==> src/rtl/hazard_ctrl_if.sv <==
// ============================================================================
//  Module      : hazard_ctrl_if
//  Description : D-stage instruction/class inputs and hazard-control outputs
//                (stall, bubble, forwarding selects, stall counter).
//  Revision    : 1.0  initial release
// ============================================================================
`default_nettype none

interface hazard_ctrl_if #(
    parameter int PERF_W = 16
);
    logic [31:0]       instr_d;
    logic [3:0]        itype_d;
    logic              stall;
    logic              flush_e;
    logic [1:0]        fwd_rs_d;
    logic [1:0]        fwd_rt_d;
    logic [1:0]        fwd_rs_e;
    logic [1:0]        fwd_rt_e;
    logic              fwd_rt_m;
    logic [PERF_W-1:0] stall_cnt;

    modport master (
        output instr_d, itype_d,
        input  stall, flush_e, fwd_rs_d, fwd_rt_d, fwd_rs_e, fwd_rt_e,
               fwd_rt_m, stall_cnt
    );

    modport slave (
        input  instr_d, itype_d,
        output stall, flush_e, fwd_rs_d, fwd_rt_d, fwd_rs_e, fwd_rt_e,
               fwd_rt_m, stall_cnt
    );
endinterface

`default_nettype wire

==> src/rtl/hazard_ctrl.sv <==
// ============================================================================
//  Module      : hazard_ctrl
//  Description : Tuse/Tnew hazard controller for a 5-stage MIPS pipeline with
//                stall/bubble generation, forwarding selects, stall counter.
//  Revision    : 1.0  initial release
// ============================================================================
`default_nettype none

module hazard_ctrl #(
    parameter int         PERF_W   = 16,
    parameter logic [4:0] LINK_REG = 5'd31
) (
    input  wire logic clk,
    input  wire logic reset,
    hazard_ctrl_if.slave bus
);

    localparam logic [3:0] c_CLS_OTHER = 4'd0;
    localparam logic [3:0] c_CLS_R     = 4'd1;
    localparam logic [3:0] c_CLS_IMM   = 4'd2;
    localparam logic [3:0] c_CLS_BEQ   = 4'd3;
    localparam logic [3:0] c_CLS_LOAD  = 4'd4;
    localparam logic [3:0] c_CLS_JR    = 4'd5;
    localparam logic [3:0] c_CLS_JAL   = 4'd6;
    localparam logic [3:0] c_CLS_STORE = 4'd7;

    localparam logic [1:0] c_SEL_RF  = 2'd0;
    localparam logic [1:0] c_SEL_E   = 2'd1;
    localparam logic [1:0] c_SEL_M   = 2'd2;
    localparam logic [1:0] c_SEL_W   = 2'd3;

    localparam logic [PERF_W-1:0] c_CNT_MAX = '1;

    // E/M/W shadow records
    logic [3:0]        r_cls_e;
    logic [4:0]        r_rs_e;
    logic [4:0]        r_rt_e;
    logic [4:0]        r_dest_e;
    logic [1:0]        r_tnew_e;
    logic [3:0]        r_cls_m;
    logic [4:0]        r_rt_m;
    logic [4:0]        r_dest_m;
    logic [1:0]        r_tnew_m;
    logic [4:0]        r_dest_w;
    logic [PERF_W-1:0] r_stall_cnt;

    logic [4:0] w_rs_d;
    logic [4:0] w_rt_d;
    logic [4:0] w_rd_d;
    logic [4:0] w_dest_d;
    logic [1:0] w_tnew_d;
    logic       w_rs_read;
    logic       w_rt_read;
    logic [1:0] w_tuse_rs;
    logic [1:0] w_tuse_rt;
    logic       w_haz_rs;
    logic       w_haz_rt;
    logic       w_stall;
    logic       w_unused_bits;

    assign w_rs_d = bus.instr_d[25:21];
    assign w_rt_d = bus.instr_d[20:16];
    assign w_rd_d = bus.instr_d[15:11];
    assign w_unused_bits = ^{bus.instr_d[31:26], bus.instr_d[10:0]};

    always_comb begin
        w_dest_d  = 5'd0;
        w_tnew_d  = 2'd0;
        w_rs_read = 1'b0;
        w_rt_read = 1'b0;
        w_tuse_rs = 2'd0;
        w_tuse_rt = 2'd0;
        case (bus.itype_d)
            c_CLS_R: begin
                w_dest_d  = w_rd_d;
                w_tnew_d  = 2'd1;
                w_rs_read = 1'b1;
                w_tuse_rs = 2'd1;
                w_rt_read = 1'b1;
                w_tuse_rt = 2'd1;
            end
            c_CLS_IMM: begin
                w_dest_d  = w_rt_d;
                w_tnew_d  = 2'd1;
                w_rs_read = 1'b1;
                w_tuse_rs = 2'd1;
            end
            c_CLS_BEQ: begin
                w_rs_read = 1'b1;
                w_rt_read = 1'b1;
            end
            c_CLS_LOAD: begin
                w_dest_d  = w_rt_d;
                w_tnew_d  = 2'd2;
                w_rs_read = 1'b1;
                w_tuse_rs = 2'd1;
            end
            c_CLS_JR: begin
                w_rs_read = 1'b1;
            end
            c_CLS_JAL: begin
                w_dest_d  = LINK_REG;
            end
            c_CLS_STORE: begin
                w_rs_read = 1'b1;
                w_tuse_rs = 2'd1;
                w_rt_read = 1'b1;
                w_tuse_rt = 2'd2;
            end
            default: begin
                w_dest_d  = 5'd0;
            end
        endcase
    end

    // A read stalls while the producer's result is due later than it is needed
    assign w_haz_rs = w_rs_read && (w_rs_d != 5'd0) &&
                      (((w_rs_d == r_dest_e) && (r_tnew_e > w_tuse_rs)) ||
                       ((w_rs_d == r_dest_m) && (r_tnew_m > w_tuse_rs)));
    assign w_haz_rt = w_rt_read && (w_rt_d != 5'd0) &&
                      (((w_rt_d == r_dest_e) && (r_tnew_e > w_tuse_rt)) ||
                       ((w_rt_d == r_dest_m) && (r_tnew_m > w_tuse_rt)));
    assign w_stall  = w_haz_rs || w_haz_rt;

    function automatic logic [1:0] f_fwd_d(
        input logic [4:0] f,
        input logic [4:0] dest_e,
        input logic [1:0] tnew_e,
        input logic [4:0] dest_m,
        input logic [1:0] tnew_m,
        input logic [4:0] dest_w
    );
        logic [1:0] sel;
        sel = c_SEL_RF;
        if (f != 5'd0) begin
            if ((f == dest_e) && (tnew_e == 2'd0))
                sel = c_SEL_E;
            else if ((f == dest_m) && (tnew_m == 2'd0))
                sel = c_SEL_M;
            else if (f == dest_w)
                sel = c_SEL_W;
        end
        return sel;
    endfunction

    function automatic logic [1:0] f_fwd_e(
        input logic [4:0] f,
        input logic [4:0] dest_m,
        input logic [1:0] tnew_m,
        input logic [4:0] dest_w
    );
        logic [1:0] sel;
        sel = c_SEL_RF;
        if (f != 5'd0) begin
            if ((f == dest_m) && (tnew_m == 2'd0))
                sel = c_SEL_M;
            else if (f == dest_w)
                sel = c_SEL_W;
        end
        return sel;
    endfunction

    assign bus.stall     = w_stall;
    assign bus.flush_e   = w_stall;
    assign bus.fwd_rs_d  = f_fwd_d(w_rs_d, r_dest_e, r_tnew_e, r_dest_m, r_tnew_m, r_dest_w);
    assign bus.fwd_rt_d  = f_fwd_d(w_rt_d, r_dest_e, r_tnew_e, r_dest_m, r_tnew_m, r_dest_w);
    assign bus.fwd_rs_e  = f_fwd_e(r_rs_e, r_dest_m, r_tnew_m, r_dest_w);
    assign bus.fwd_rt_e  = f_fwd_e(r_rt_e, r_dest_m, r_tnew_m, r_dest_w);
    assign bus.fwd_rt_m  = (r_cls_m == c_CLS_STORE) && (r_rt_m != 5'd0) &&
                           (r_rt_m == r_dest_w);
    assign bus.stall_cnt = r_stall_cnt;

    always_ff @(posedge clk) begin
        if (reset) begin
            r_cls_e     <= c_CLS_OTHER;
            r_rs_e      <= 5'd0;
            r_rt_e      <= 5'd0;
            r_dest_e    <= 5'd0;
            r_tnew_e    <= 2'd0;
            r_cls_m     <= c_CLS_OTHER;
            r_rt_m      <= 5'd0;
            r_dest_m    <= 5'd0;
            r_tnew_m    <= 2'd0;
            r_dest_w    <= 5'd0;
            r_stall_cnt <= '0;
        end else begin
            r_dest_w <= r_dest_m;
            r_cls_m  <= r_cls_e;
            r_rt_m   <= r_rt_e;
            r_dest_m <= r_dest_e;
            r_tnew_m <= (r_tnew_e == 2'd0) ? 2'd0 : r_tnew_e - 2'd1;
            if (w_stall) begin
                r_cls_e  <= c_CLS_OTHER;
                r_rs_e   <= 5'd0;
                r_rt_e   <= 5'd0;
                r_dest_e <= 5'd0;
                r_tnew_e <= 2'd0;
            end else begin
                r_cls_e  <= bus.itype_d;
                r_rs_e   <= w_rs_d;
                r_rt_e   <= w_rt_d;
                r_dest_e <= w_dest_d;
                r_tnew_e <= w_tnew_d;
            end
            if (w_stall && (r_stall_cnt != c_CNT_MAX))
                r_stall_cnt <= r_stall_cnt + 1'b1;
        end
    end

endmodule

`default_nettype wire

==> src/flat_wrapper.sv <==
// flat-port wrapper written by rule: the top's interface ports become plain ports
module hazard_ctrl_flat 
#(
    parameter int         PERF_W   = 16,
    parameter logic [4:0] LINK_REG = 5'd31
)
  (clk, reset, bus_instr_d, bus_itype_d, bus_stall, bus_flush_e, bus_fwd_rs_d, bus_fwd_rt_d, bus_fwd_rs_e, bus_fwd_rt_e, bus_fwd_rt_m, bus_stall_cnt);
  hazard_ctrl_if #(.PERF_W(PERF_W)) bus_i ();
  input  wire logic clk;
  input  wire logic reset;
  input wire logic [$bits(bus_i.instr_d)-1:0] bus_instr_d;
  input wire logic [$bits(bus_i.itype_d)-1:0] bus_itype_d;
  output wire logic [$bits(bus_i.stall)-1:0] bus_stall;
  output wire logic [$bits(bus_i.flush_e)-1:0] bus_flush_e;
  output wire logic [$bits(bus_i.fwd_rs_d)-1:0] bus_fwd_rs_d;
  output wire logic [$bits(bus_i.fwd_rt_d)-1:0] bus_fwd_rt_d;
  output wire logic [$bits(bus_i.fwd_rs_e)-1:0] bus_fwd_rs_e;
  output wire logic [$bits(bus_i.fwd_rt_e)-1:0] bus_fwd_rt_e;
  output wire logic [$bits(bus_i.fwd_rt_m)-1:0] bus_fwd_rt_m;
  output wire logic [$bits(bus_i.stall_cnt)-1:0] bus_stall_cnt;
  assign bus_i.instr_d = bus_instr_d;
  assign bus_i.itype_d = bus_itype_d;
  assign bus_stall = bus_i.stall;
  assign bus_flush_e = bus_i.flush_e;
  assign bus_fwd_rs_d = bus_i.fwd_rs_d;
  assign bus_fwd_rt_d = bus_i.fwd_rt_d;
  assign bus_fwd_rs_e = bus_i.fwd_rs_e;
  assign bus_fwd_rt_e = bus_i.fwd_rt_e;
  assign bus_fwd_rt_m = bus_i.fwd_rt_m;
  assign bus_stall_cnt = bus_i.stall_cnt;
  hazard_ctrl #(.PERF_W(PERF_W), .LINK_REG(LINK_REG)) u_core (.clk(clk), .reset(reset), .bus(bus_i));
endmodule
==> config.mk <==
export PLATFORM = sky130hd
export DESIGN_NAME = hazard_ctrl_flat
export DESIGN_NICKNAME = d
export VERILOG_FILES = /design/src/rtl/hazard_ctrl_if.sv /design/src/rtl/hazard_ctrl.sv /design/src/flat_wrapper.sv
export SDC_FILE = /design/constraint.sdc
export NUM_CORES = 1
export LEC_CHECK = 0
export CAP_MARGIN = 40
export CORE_AREA = 2 2 80 82
export CTS_BUF_LIST = sky130_fd_sc_hd__clkbuf_8
export DETAILED_ROUTE_END_ITERATION = 6
export DIE_AREA = 0 0 82 84
export PLACE_DENSITY = 0.83
export SYNTH_ARGS = -nofsm -noshare
export SYNTH_HDL_FRONTEND = slang
export SYNTH_SLANG_ARGS = --single-unit
==> constraint.sdc <==
create_clock -name clk -period 8.3 [get_ports clk]
set_clock_uncertainty 0.2 [all_clocks]
set_input_delay 1.245 -clock clk [delete_from_list [all_inputs] [get_ports clk]]
set_output_delay 1.245 -clock clk [all_outputs]
set_load 0.02 [all_outputs]
==> out/metrics.yaml, run 1 <==
h-tree-depth: 3
period_needed_ns: 6.00
p_leak_uw: 0.00137
grt_max_degree: 42
final.setup.worst_slack_ns: 2.30
drcViolationCount: 0
crit_type: "primary input to output pin"
hpwl_microns: 5270
ys_seq_area_share_pct: 35.6
crit_path_end_kind: "output pin"
netSwitchingFraction_pct: 25.3
required_ns: 6.86
syn_avg_cell_area_sq_um: 8.84
ys.flop_type: "dfxtp_1"
hp-class: "flop to flop"
fin_nets: 447
synth_nets: 415
dieArea_sq_um: 6890
placed_cell_area_sq_um: 3670
tritoncts: "built"
min_from: "u_core.r_tnew_e[0]$_SDFF_PP0_"
cts_sinks: 58
cap_violations: 0
crit_path_start: "bus_itype_d[0]"
diodes: 0
die_width_microns: 82
syn_area_sq_um: 3260
worst_slew_pin_slew_ns: 0.983
preCtsSetupSlack_ns: 2.34
synth_cell_types: 58
worstPathArrival_ns: 4.55
ir_drop_mv: 0.137
status: "completed"
cts_buffers: 9
clk_pin_slew_ns: 0.06
final_common_cell: "dfxtp_1"
async_flop_share_pct: 0
dr.pass1.iters: 4
worstSkewPairLatency_ns: 0.34
ctsResizeCount: 0
post_cts_buffers: 0
port_buffers: 47
power_density_nw_per_um2: 166
final.setup.tns_ns: 0
drv_slew: 0
pwr-share-comb_pct: 13.0
areaGrowthSynthToFinish_pct: 18.8
start_util_pct: 53.5
io_pins: 65
design_area_sq_um: 3870
ys_ff_latch: 58
drive_above_1_share_pct: 9.85
final_hold_viol_count: 0
regToRegStartpoint: "u_core.r_tnew_m[1]$_SDFF_PP0_"
cp_max_fo: 25
yosys.area.top_type: "dfxtp_1"
drt_iter0_markers: 155
grt_antenna_before_repair: 0
yosys.area.top_type_share_pct: 35.6
p_seq_share_pct: 45.8
rows: 29
drtAntennaViolNets: 0
cts.path.max_buffers: 2
vias_per_cell: 5.65
gr-usage-all-layers_pct: 23.7
chipHeight_microns: 84
synthTopCellsByArea: "dfxtp_1, xnor2_1, nor2b_1"
cp-start-kind: "primary input"
syn_inst: 369
synth-edff-count: 0
drt_wl_total_microns: 7550
setup_viol: 0
ctsHoldBuffers: 0
max_slew_margin_pct: 34.5
p_switching_uw: 163
intPower_uw: 481
min_period_over_period_pct: 72.3
layout_common_cells: "dfxtp_1, clkdlybuf4s50_1, xnor2_1, a21oi_1"
vias: 2731
wire_per_inst_microns: 15.6
finalHoldWorstSlack_ns: 0.229
max_freq_mhz: 167
gp_congestion: 0.875
total_power_uw: 644
rsz0062_at_grt: "false"
cts-root-buf: "clkbuf_8"
synth_warnings: 0
fillers: 520
pwr-share-clk_pct: 41.2
first_global_vias: 2597
overflow: 0
core_sq_um: 6100
grt_pass1_wl_microns: 12400
## flip-flops by register name, summed over array words and instances (netlist names)
signal and cells:
u_core.bus.stall_cnt 16, u_core.r_cls_e 4, u_core.r_cls_m 4, u_core.r_dest_e 5, u_core.r_dest_m 5, u_core.r_dest_w 5, u_core.r_rs_e 5, u_core.r_rt_e 5
u_core.r_rt_m 5, u_core.r_tnew_e 2, u_core.r_tnew_m 2
## logic make-up (layout without fill, tap and decap cells)
group,count (synthesis),count (layout),share of synthesized area [%]
AO/OA/AOI/OAI,58,58,12.3
flip-flops,58,58,35.6
buffers and inverters,32,69,5.79
AND/OR/NAND/NOR,154,154,27.2
multiplexers,3,3,1.04
adder cells (fa/ha/maj),8,8,3.07
XOR/XNOR,56,56,15.0
## stage by stage
step,util [%],std cells
3_3_place_gp,60.2,467
2_1_floorplan,-,369
4_1_cts,63.5,483
3_5_place_dp,60.2,467
5_1_grt,63.5,483
6_report,63.5,483
## power groups by stage
stage	logic [uW]	registers, uW	clock network [uW]
floorplan	58.9	297	0
global route	91.7	295	283
finish	83.8	295	266
CTS	83.9	294	269
global placement	79.5	300	0
detailed placement	82.7	301	0
## final cells by class
type,count,area (sq um),area share (%)
clock inverter,5,52.6,1.36
multi-input combinational,279,1910,49.3
timing repair buffer,49,485,12.5
clock buffer,11,151,3.91
inverter,4,15.0,0.388
sequential,58,1160,30.0
tap,77,96.3,2.49
## cells in the mapped netlist (all sizes together), types with 3 or more instances
master   n
xnor2   42
inv      4
nor2b   24
mux2     3
buf     12
nand3   16
a21oi   26
nor4     5
o31ai    7
nor2    22
a221oi   3
nand2   24
o21ai    7
ha       8
nor3b    3
nand2b   3
dfxtp   58
or3      3
clkbuf  16
nand4    3
nor3    11
xor2    14
and2    16
or4     13
## final timing paths
path,endpoint,slack [ns],cells past startpoint
max,bus_flush_e,2.30,11
min,u_core.r_tnew_m[0]$_SDFF_PP0_,0.23,1
max reg2reg,u_core.r_tnew_e[1]$_SDFF_PP0_,5.29,7
min reg2reg,u_core.r_tnew_m[0]$_SDFF_PP0_,0.23,1
## worst max-delay path, cell delays in order
cell	delay (ns)
clkdlybuf4s50_1	0.65
xnor2_1	0.35
xor2_1	0.18
nor2_1	0.09
ha_1	0.31
nor2_1	0.04
o211ai_1	0.19
o22ai_2	0.14
a22oi_4	0.57
inv_2	0.18
clkdlybuf4s50_1	0.58
## layer usage
metal  GRT usage, %  vias up  share of wire (%)
li1               -     1353                  -
met3           4.22       13                3.0
met4           10.2        0                1.8
met5              0        -                  0
met1           28.9     1323                 44
met2           40.1       42                 51
No activity file was read; power rests on OpenSTA's default activity.
==> run 2, diff against run 1 <==
--- a/config.mk
+++ b/config.mk
@@ -6,11 +6,11 @@
 export NUM_CORES = 1
 export LEC_CHECK = 0
 export CAP_MARGIN = 40
-export CORE_AREA = 2 2 80 82
+export CORE_AREA = 2 2 86 88
 export CTS_BUF_LIST = sky130_fd_sc_hd__clkbuf_8
 export DETAILED_ROUTE_END_ITERATION = 6
-export DIE_AREA = 0 0 82 84
-export PLACE_DENSITY = 0.83
+export DIE_AREA = 0 0 88 90
+export PLACE_DENSITY = 0.76
 export SYNTH_ARGS = -nofsm -noshare
 export SYNTH_HDL_FRONTEND = slang
 export SYNTH_SLANG_ARGS = --single-unit
==> constraint.sdc (replaced) <==
create_clock -name clk -period 5.1 [get_ports clk]
set_clock_uncertainty 0.2 [all_clocks]
set_input_delay 0.765 -clock clk [delete_from_list [all_inputs] [get_ports clk]]
set_output_delay 0.765 -clock clk [all_outputs]
set_load 0.02 [all_outputs]
==> run 2 against run 1 <==
  * Sequential share of layout area decreased by 0.19 points
  * Routed wire length decreased by 3.1%
  * Non-clock buffer count increased by 3
  * Final area increased by 0.65%
  * Register-to-register slack got worse by 2.9 ns
  * Worst hold slack got worse by 0.0070 ns
  * Combinational power increased by 62%
  * Critical path depth unchanged
  * Cell count increased by 5.2%
  * Critical endpoint is now bus_stall
  * Largest power group unchanged
==> out/metrics.yaml, run 2 (synthesis gave the netlist of run 1 again) <==
status: "completed"
vias: 2724
fillers: 649
cp-start-kind: "primary input"
max_freq_mhz: 219
crit_type: "primary input to output pin"
setup_viol: 0
post_cts_buffers: 0
worst_slew_pin_slew_ns: 0.526
drcViolationCount: 0
min_period_over_period_pct: 89.5
met1_usage_pct: 25.5
port_buffers: 47
drt_iter0_markers: 137
die_width_microns: 88
io_pins: 65
start_util_pct: 46.4
rows: 31
busiest_layer: "met2"
period_needed_ns: 4.56
cts.path.max_buffers: 2
multi_input_area_sq_um: 1910
layout_common_cells: "dfxtp_1, clkdlybuf4s50_1, xnor2_1, a21oi_1"
fin_nets: 450
overflow: 0
drive_above_1_share_pct: 9.54
rsz0062_at_grt: "false"
vias_per_cell: 5.36
drv_slew: 0
ir_drop_mv: 0.149
use_met3_pct: 2.20
final.setup.tns_ns: 0
max_slew_margin_pct: 64.8
diodes: 0
h-tree-depth: 3
register_area_sq_um: 1160
grtUsageMet2_pct: 31.2
worstPathArrival_ns: 3.60
ctsHoldBuffers: 0
hpwl_microns: 5220
drt_wl_total_microns: 7320
cts_buffers: 9
ctsResizeCount: 0
areaGrowthSynthToFinish_pct: 19.5
first_global_vias: 2588
gr-usage-all-layers_pct: 19.5
final_hold_viol_count: 0
clk_pin_slew_ns: 0.06
drtAntennaViolNets: 0
required_ns: 4.14
grt_max_degree: 41
hp-class: "flop to flop"
cap_violations: 0
core_sq_um: 7020
dieArea_sq_um: 7920
tritoncts: "built"
power_density_nw_per_um2: 259
final_common_cell: "dfxtp_1"
worstSkewPairLatency_ns: 0.33
wire_per_inst_microns: 14.4
cp_max_fo: 11
grt_antenna_before_repair: 0
cts-root-buf: "clkbuf_8"
chipHeight_microns: 90
total_power_uw: 1010
grt_pass1_wl_microns: 12100
gp_congestion: 0.804
p_leak_uw: 0.00139
largest_register_ffs: 16
cts_sinks: 58
crit_path_end_kind: "output pin"
dr.pass1.iters: 4
run 2: cell types whose count changed in the layout (fill, tap and decap cells not counted):
cell and change:
buf_4 +3, clkinvlp_4 -1, clkinv_2 -1, inv_1 +4, clkbuf_8 -2
run 2: final cells by class:
| cell class | instances | area share [%] |
|---|---|---|
| multi-input combinational | 279 | 49.0 |
| timing repair buffer | 52 | 13.0 |
| inverter | 4 | 0.385 |
| tap | 99 | 3.18 |
| clock buffer | 9 | 3.18 |
| sequential | 58 | 29.8 |
| clock inverter | 7 | 1.41 |
run 2: final timing paths:
path,start,end,slack (ns),depth (start not counted)
worst min register to register,u_core.r_tnew_e[0]$_SDFF_PP0_,u_core.r_tnew_m[0]$_SDFF_PP0_,0.22,1
worst max-delay path,bus_itype_d[1],bus_stall,0.54,11
worst max register to register,u_core.r_tnew_m[0]$_SDFF_PP0_,u_core.bus.stall_cnt[11]$_SDFFE_PP0P_,2.43,9
worst min-delay path,u_core.r_tnew_e[0]$_SDFF_PP0_,u_core.r_tnew_m[0]$_SDFF_PP0_,0.22,1
run 2: critical path: stages:
cell	delay, ns
clkdlybuf4s50_1	0.60
xnor2_1	0.34
xor2_1	0.18
nor2_1	0.08
ha_1	0.28
nor2_1	0.08
o211ai_1	0.11
o22ai_2	0.27
a22oi_4	0.13
inv_2	0.14
clkdlybuf4s50_1	0.63
run 2: power breakdown:
group,switching (uW),internal (uW),total [uW]
Clock,176,217,393
Sequential,13.2,466,479
Combinational,67.8,68.5,136
run 2: metrics by stage:
| stage | setup WS [ns] | hold WS (ns) | utilization (%) | cell area [sq um] | cells |
|---|---|---|---|---|---|
| floorplan | 1.57 | 0.199 | - | 3260 | 369 |
| global placement | 0.615 | 0.210 | 53.0 | 3720 | 492 |
| detailed placement | 0.541 | 0.215 | 53.0 | 3720 | 492 |
| CTS | 0.543 | 0.226 | 55.5 | 3900 | 508 |
| global route | 0.356 | 0.252 | 55.5 | 3900 | 508 |
| finish | 0.538 | 0.221 | 55.5 | 3900 | 508 |
run 2: metal layers:
| layer | share of wire, % | vias to the layer above |
|---|---|---|
| met5 | 0 | - |
| met4 | 2.6 | 0 |
| met3 | 2.9 | 13 |
| met2 | 49 | 65 |
| met1 | 45 | 1280 |
| li1 | - | 1366 |
==> run 3, diff against run 2 <==
--- a/config.mk
+++ b/config.mk
@@ -8,6 +8,7 @@
 export CAP_MARGIN = 40
 export CORE_AREA = 2 2 86 88
 export CTS_BUF_LIST = sky130_fd_sc_hd__clkbuf_8
+export CTS_CLUSTER_SIZE = 10
 export DETAILED_ROUTE_END_ITERATION = 6
 export DIE_AREA = 0 0 88 90
 export PLACE_DENSITY = 0.76
==> results of run 3 <==
No change in the layout: final DEF, timing and power equal those of run 2.
